==> src/rtl/alu_share_arb.sv <==
// Two-requester arbiter that time-shares one external combinational ALU.
// Define ALU_ARB_FIXED_PRIO_EN to make requester 0 win ties; round-robin otherwise.
module alu_share_arb #(
  parameter int XLEN = 32
) (
  input  logic            clk,
  input  logic            rst,
  input  logic            req0_valid,
  output logic            req0_ready,
  input  logic [3:0]      req0_op,
  input  logic [2:0]      req0_type,
  input  logic [XLEN-1:0] req0_rs1,
  input  logic [XLEN-1:0] req0_rs2,
  input  logic [XLEN-1:0] req0_imm,
  input  logic [XLEN-1:0] req0_pc,
  input  logic            req1_valid,
  output logic            req1_ready,
  input  logic [3:0]      req1_op,
  input  logic [2:0]      req1_type,
  input  logic [XLEN-1:0] req1_rs1,
  input  logic [XLEN-1:0] req1_rs2,
  input  logic [XLEN-1:0] req1_imm,
  input  logic [XLEN-1:0] req1_pc,
  output logic            rsp0_valid,
  input  logic            rsp0_ready,
  output logic [XLEN-1:0] rsp0_result,
  output logic            rsp1_valid,
  input  logic            rsp1_ready,
  output logic [XLEN-1:0] rsp1_result,
  output logic [3:0]      alu_operand,
  output logic [2:0]      alu_instr_type,
  output logic [XLEN-1:0] alu_rs1,
  output logic [XLEN-1:0] alu_rs2,
  output logic [XLEN-1:0] alu_imm,
  output logic [XLEN-1:0] alu_pc,
  input  logic [XLEN-1:0] alu_result,
  output logic            busy,
  output logic            grant_id,
  output logic [15:0]     ops_done
);

  typedef enum logic [1:0] {IDLE, EXEC, RESP} state_t;

  typedef struct packed {
    logic [3:0]      op;
    logic [2:0]      typ;
    logic [XLEN-1:0] rs1;
    logic [XLEN-1:0] rs2;
    logic [XLEN-1:0] imm;
    logic [XLEN-1:0] pc;
  } req_t;

  state_t          r_state, w_state_nxt;
  req_t            r_req;
  req_t            w_req [2];
  logic [1:0]      w_valid;
  logic            w_win;
  logic            w_grant;
  logic            w_rsp_rdy;
  logic            r_last;
  logic            r_gid;
  logic [XLEN-1:0] r_result;
  logic [15:0]     r_ops_done;

  assign w_req[0] = '{op: req0_op, typ: req0_type, rs1: req0_rs1,
                      rs2: req0_rs2, imm: req0_imm, pc: req0_pc};
  assign w_req[1] = '{op: req1_op, typ: req1_type, rs1: req1_rs1,
                      rs2: req1_rs2, imm: req1_imm, pc: req1_pc};
  assign w_valid  = {req1_valid, req0_valid};

  // Tie-break: the requester not granted last, unless fixed priority is built in.
  always_comb begin
    w_win = 1'b0;
    if (w_valid == 2'b11) begin
`ifdef ALU_ARB_FIXED_PRIO_EN
      w_win = 1'b0;
`else
      w_win = ~r_last;
`endif
    end else if (w_valid[1]) begin
      w_win = 1'b1;
    end
  end

  assign w_grant    = (r_state == IDLE) && (|w_valid);
  assign req0_ready = w_grant && !w_win;
  assign req1_ready = w_grant &&  w_win;
  assign w_rsp_rdy  = r_gid ? rsp1_ready : rsp0_ready;

  always_comb begin
    w_state_nxt = r_state;
    case (r_state)
      IDLE:    if (w_grant) w_state_nxt = EXEC;
      EXEC:    w_state_nxt = RESP;
      RESP:    if (w_rsp_rdy) w_state_nxt = IDLE;
      default: w_state_nxt = IDLE;
    endcase
  end

  always_ff @(posedge clk) begin
    if (rst) begin
      r_state    <= IDLE;
      r_req      <= '0;
      r_last     <= 1'b1;
      r_gid      <= 1'b0;
      r_result   <= '0;
      r_ops_done <= '0;
    end else begin
      r_state <= w_state_nxt;
      if (w_grant) begin
        r_req <= w_req[w_win];
        r_gid <= w_win;
      end
      if (r_state == EXEC) r_result <= alu_result;
      if ((r_state == RESP) && w_rsp_rdy) begin
        r_last     <= r_gid;
        r_ops_done <= r_ops_done + 16'd1;
      end
    end
  end

  // ALU sees operands only while executing; zero otherwise.
  always_comb begin
    alu_operand    = '0;
    alu_instr_type = '0;
    alu_rs1        = '0;
    alu_rs2        = '0;
    alu_imm        = '0;
    alu_pc         = '0;
    if (r_state == EXEC) begin
      alu_operand    = r_req.op;
      alu_instr_type = r_req.typ;
      alu_rs1        = r_req.rs1;
      alu_rs2        = r_req.rs2;
      alu_imm        = r_req.imm;
      alu_pc         = r_req.pc;
    end
  end

  assign rsp0_valid  = (r_state == RESP) && !r_gid;
  assign rsp1_valid  = (r_state == RESP) &&  r_gid;
  assign rsp0_result = r_gid ? '0 : r_result;
  assign rsp1_result = r_gid ? r_result : '0;

  assign busy     = (r_state != IDLE);
  assign grant_id = r_gid;
  assign ops_done = r_ops_done;

endmodule
==> config.mk <==
export PLATFORM = sky130hd
export DESIGN_NAME = alu_share_arb
export DESIGN_NICKNAME = d
export VERILOG_FILES = /design/src/rtl/alu_share_arb.sv
export SDC_FILE = /design/constraint.sdc
export NUM_CORES = 1
export LEC_CHECK = 0
export ABC_AREA = 1
export BUFFER_PORTS_ARGS = -buffer_cell sky130_fd_sc_hd__buf_4
export CORE_AREA = 2 2 205 207
export CTS_CLUSTER_DIAMETER = 50
export DETAILED_ROUTE_END_ITERATION = 10
export DIE_AREA = 0 0 207 209
export PLACE_DENSITY = 0.43
export SLEW_MARGIN = 30
export SYNTH_ARGS = -nofsm -noshare
export SYNTH_HDL_FRONTEND = slang
export SYNTH_SLANG_ARGS = --single-unit
==> constraint.sdc <==
create_clock -name clk -period 3.74 [get_ports clk]
set_clock_uncertainty 0.2 [all_clocks]
set_input_delay 1.122 -clock clk [delete_from_list [all_inputs] [get_ports clk]]
set_output_delay 1.122 -clock clk [all_outputs]
set_load 0.02 [all_outputs]
# After elaboration in Yosys (flattened, before gate mapping)
# Index checks and enable logic that the tools add are counted.
# W data, S select, Z words.
totals:
  ff_bits: 187
  input_bits: 308
  output_inout_bits: 221
  elab_cells: 49
op_classes:
  n_addsub: 1
  n_lt_le_gt_ge: 1
  eq_ne: 5
  mux: 17
  bitwise: 2
  reduce_logical: 12
op_table:
  columns: ["cell", "n"]
  rows:
  - ["$mux W135", 3]
  - ["$mux W32", 6]
  - ["$add A16 B1 Y16 const B", 1]
  - ["$logic_and A1 B1 Y1", 6]
  - ["$pmux W2 S3", 1]
  - ["$eq A2 B2 Y1 const B", 2]
  - ["$mux W2", 2]
  - ["$mux W4", 1]
  - ["$ne A2 B2 Y1 const B", 2]
  - ["$mux W1", 3]
  - ["$mux W3", 1]
  - ["$eq A2 B1 Y1 const B", 1]
  - ["$ge A2 B2 Y1 const B", 1]
  - ["$logic_not A1 Y1", 2]
  - ["$logic_not A2 Y1", 1]
  - ["$not A1 Y2", 1]
  - ["$reduce_and A2 Y1", 1]
  - ["$reduce_bool A2 Y1", 1]
  - ["$reduce_or A2 Y1", 1]
  - ["$not A1 Y1", 1]

# Longest topological paths before layout
logic_depth:
  depth_word: 6
  depth_mapped: 10
  depth_no_buf: 9

# Worst setup path before layout
# No wires, ideal clock.
synth_timing:
  path_type: "input to output"
  start: "input port req0_valid"
  end: "output port req0_ready"
  t_arrival_ns: 1.696
  required_time_ns: 2.418
  slack_ns: 0.722
  path_stages: 5
  n_path_buf: 1
  path_cell_list: "nand2_1 -> nand2_1 -> inv_2 -> nor2_4 -> buf_2"
synth_via:
  elab_chain_cells: 4
  elab_cells_between_ends: 6
  classes_between: "1 x eq/ne; 1 x mux; 4 x reduce/logical"
synth_lines:
  columns: ["element", "line", "rtl"]
  rows:
  - ["from (decl)", "8", "input logic req0_valid,"]
  - ["$eq A2 B2 Y1", "74", "if (w_valid == 2'b11) begin"]
  - ["$mux W1", "74", null]
  - ["$logic_not A1 Y1", "86", "assign req0_ready = w_grant && !w_win;"]
  - ["$logic_and A1 B1 Y1 (*)", "86", null]
  - ["to (decl)", "9", "output logic req0_ready,"]
# Every way passes the cells marked *; elsewhere a longest branch is shown, timed or not.

# Worst setup path in the final report
layout_timing:
  start: "register r_state[0]"
  end: "output port alu_rs1[12]"
layout_via:
  elab_chain_cells: 2
layout_lines:
  columns: ["element", "line", "rtl"]
  rows:
  - ["from (decl)", "53", "state_t r_state, w_state_nxt;"]
  - ["from (signal assigned)", "109", "r_state <= w_state_nxt;"]
  - ["$eq A2 B1 Y1", "130", "if (r_state == EXEC) begin"]
  - ["$mux W32", "130", null]
  - ["to (decl)", "32", "output logic [XLEN-1:0] alu_rs1,"]
# Every way passes these cells.

==> impl_metrics.csv <==
group,metric,value,unit
status,status,"complete, no violations",
floorplanning,dieArea,0.0433,mm2
detailed_routing,drc,0,
logic_synthesis,synth_xor_area_share,0.0966,%
detailed_routing,ant_nets,0,
timing,tightest_slew,1.02,ns
final_layout,finalNonFillerCells,2455,
detailed_routing,drtIter0Drc,678,
clock_network,cts_resized,0,
final_layout,fin_nets,2212,
clock_network,clock_sinks,187,
logic_synthesis,ys_ff_latch,187,
floorplanning,die_width,207,um
detailed_routing,wl,39900,um
critical_path,crit_type,"reg2out",
timing,finalHoldViolations,0,
critical_path,worstPathMaxFanout,59,
timing,period_share,91.6,%
global_routing,grt_pass1_vias,10400,
final_layout,fillers,4618,
floorplanning,row_count,75,
detailed_routing,dr.pass1.iters,5,
logic_synthesis,synth_top_area_share,41.3,%
clock_network,clk_path_buf_depth,2,
critical_path,crit_chain,"inv_1, nor2_1, inv_6, buf_12, nor2_1, buf_4",
critical_path,path_common_cell,"nor2_1",
critical_path,crit_arrival,2.10,ns
logic_synthesis,ys_warn_count,0,
detailed_routing,post_drt_wl_per_cell,16.3,um
global_routing,antenna_found_initial,0,
logic_synthesis,netlist_instances,1439,
final_layout,final_common_cell,"buf_4",
logic_synthesis,ys_seq_area_share,41.3,%
logic_synthesis,synth_compound_area_share,13.9,%
final_layout,postLayoutCellArea,0.0140,mm2
logic_synthesis,synth_simple_gate_area_share,29.8,%
logic_synthesis,synth_top_family_by_area,"simple AND/OR/NAND/NOR gates",
critical_path,endpoint_kind,"output port",
timing,setup_tns,0,ns
logic_synthesis,syn-num-nets,1748,
placement,placed_cell_area,0.0134,mm2
clock_network,postCtsHoldBufs,0,
final_layout,drive_gt1_share,30.2,%
clock_network,cts_setup_buffers,0,
logic_synthesis,muxShareOfSynthArea,0,%
global_routing,grt_pass1_wl,61200,um
timing,whs,0.270,ns
timing,rsz0062_at_grt,"false",
placement,dp.cells,2423,
logic_synthesis,synth_area_leaders,"dfxtp_1, nand2_1, inv_1",
global_routing,overflow,0,
power_and_ir_drop,ir_drop,0.292,mV
final_layout,mostFrequentLayoutCells,"buf_4, nand2_1, inv_1, nor2_1, dfxtp_1",
final_layout,antennaDiodeCount,0,
clock_network,clock_latency,0.46,ns
hold_path,hold_path_class,"reg2reg",
timing,maxSlewViolCount,0,
timing,setup_ws,0.315,ns
floorplanning,start_util,22.0,%
clock_network,cts_max_level,4,
power_and_ir_drop,p_leak,6.53,nW
placement,port_buffers,528,
critical_path,worst_path_max_delay_cell,"dfxtp_1",
logic_synthesis,avgSynthCellArea,6.30,um2
critical_path,start_kind,"register",
clock_network,cts_buffers,17,
critical_path,critPathMaxStageDelay,0.35,ns
clock_network,root_buffer,"clkbuf_16",
floorplanning,core_area,0.0413,mm2
global_routing,grt_use_total,18.1,%
final_layout,area_growth,54.4,%
power_and_ir_drop,power_density,392,mW/mm2
timing,fin_crit,3.42,ns
detailed_routing,num_vias,10600,
floorplanning,die_h,209,um
global_routing,grt_max_degree,141,
logic_synthesis,synth_top_cell_by_area,"dfxtp_1",
placement,hpwl,27800,um
critical_path,worstPathRequired,2.42,ns
logic_synthesis,ys_types,22,
job,cap_violations,0,
timing,timing.slew.headroom,32.1,%
detailed_routing,viasPerCell,4.31,
timing,setup_violations,0,
logic_synthesis,synth_fa_ha_area_share,0.138,%
placement,dp_slack,0.539,ns
clock_network,cts.reportedPaths.clkPinSlew,0.07,ns
placement,place_congestion,0.794,
timing,fmax,292,MHz
clock_network,cts_tree,"done",
logic_synthesis,synth_area,0.00906,mm2
floorplanning,io_pins,529,
==> registers in the layout, summed over array words and instances (netlist names) <==
register  count
r_state       2
grant_id      1
ops_done     16
r_result     32
r_req       135
r_last        1
==> metrics by stage <==
stage | total power, mW | util, %
floorplan | 3.01 | -
global placement | 3.63 | 32.5
detailed placement | 3.64 | 32.5
CTS | 5.57 | 33.9
global route | 5.79 | 33.9
finish | 5.48 | 33.9
==> kinds of logic after synthesis <==
family,count (synthesis)
AND/OR/NAND/NOR,706
buffers and inverters,328
AO/OA/AOI/OAI,216
flip-flops,187
XOR/XNOR,1
adder cells (fa/ha/maj),1
==> critical path, delay by kind of cell, from the launching register on <==
kind | cells | cell delay (ns)
flip-flops | 1 | 0.35
buffers and inverters | 4 | 0.76
AND/OR/NAND/NOR | 2 | 0.47
==> report_power, final <==
part / internal (mW) / leakage [nW] / total (mW) / switching (mW)
sequential: 2.18 / 1.54 / 2.27 / 0.0974
combinational: 0.544 / 4.70 / 1.30 / 0.758
clock: 1.05 / 0.287 / 1.90 / 0.852
total: 3.77 / 6.53 / 5.48 / 1.71
==> Yosys cell counts <==
library cell,count
nand3_1,12
nand2_1,481
nand4_1,6
o21ai_0,38
nor2_1,200
o21ai_1,1
buf_1,3
o211ai_1,1
nor2_4,1
ha_1,1
dfxtp_1,187
nor2_2,3
inv_2,2
buf_2,31
clkbuf_1,42
a31oi_1,135
buf_4,20
a21oi_1,40
inv_1,230
o21ai_2,1
nor3_1,3
xnor2_1,1
==> metal layers <==
layer | GRT usage [%] | vias up | share of wire [%]
li1 | - | 5332 | -
met2 | 29.6 | 386 | 47
met4 | 4.61 | 0 | 1.4
met3 | 6.67 | 31 | 8.5
met1 | 22.5 | 4825 | 43
met5 | 0 | - | 0
==> final timing paths <==
kind                                             endpoint                 startpoint  cells past startpoint  slack [ns]
worst min register to register  r_result[26]$_SDFFE_PP0N_  r_result[26]$_SDFFE_PP0N_                      2        0.27
worst max-delay path                          alu_rs1[12]    r_state[0]$_SDFFE_PP0P_                      6        0.32
worst min-delay path            r_result[26]$_SDFFE_PP0N_  r_result[26]$_SDFFE_PP0N_                      2        0.27
worst max register to register   ops_done[8]$_SDFFE_PP0P_      grant_id$_SDFFE_PP0P_                      7        1.57
==> cell type report <==
type                            count  area [um2]  share of cell area, %
Clock inverter                      7        87.6                  0.626
Timing Repair Buffer              541        4120                   29.5
Inverter                          232         876                   6.26
Tap cell                          539         674                   4.82
Multi-Input combinational cell    924        3990                   28.5
Sequential cell                   187        3740                   26.8
Clock buffer                       25         495                   3.54
Note: power is estimated with default switching activity, not from simulation.
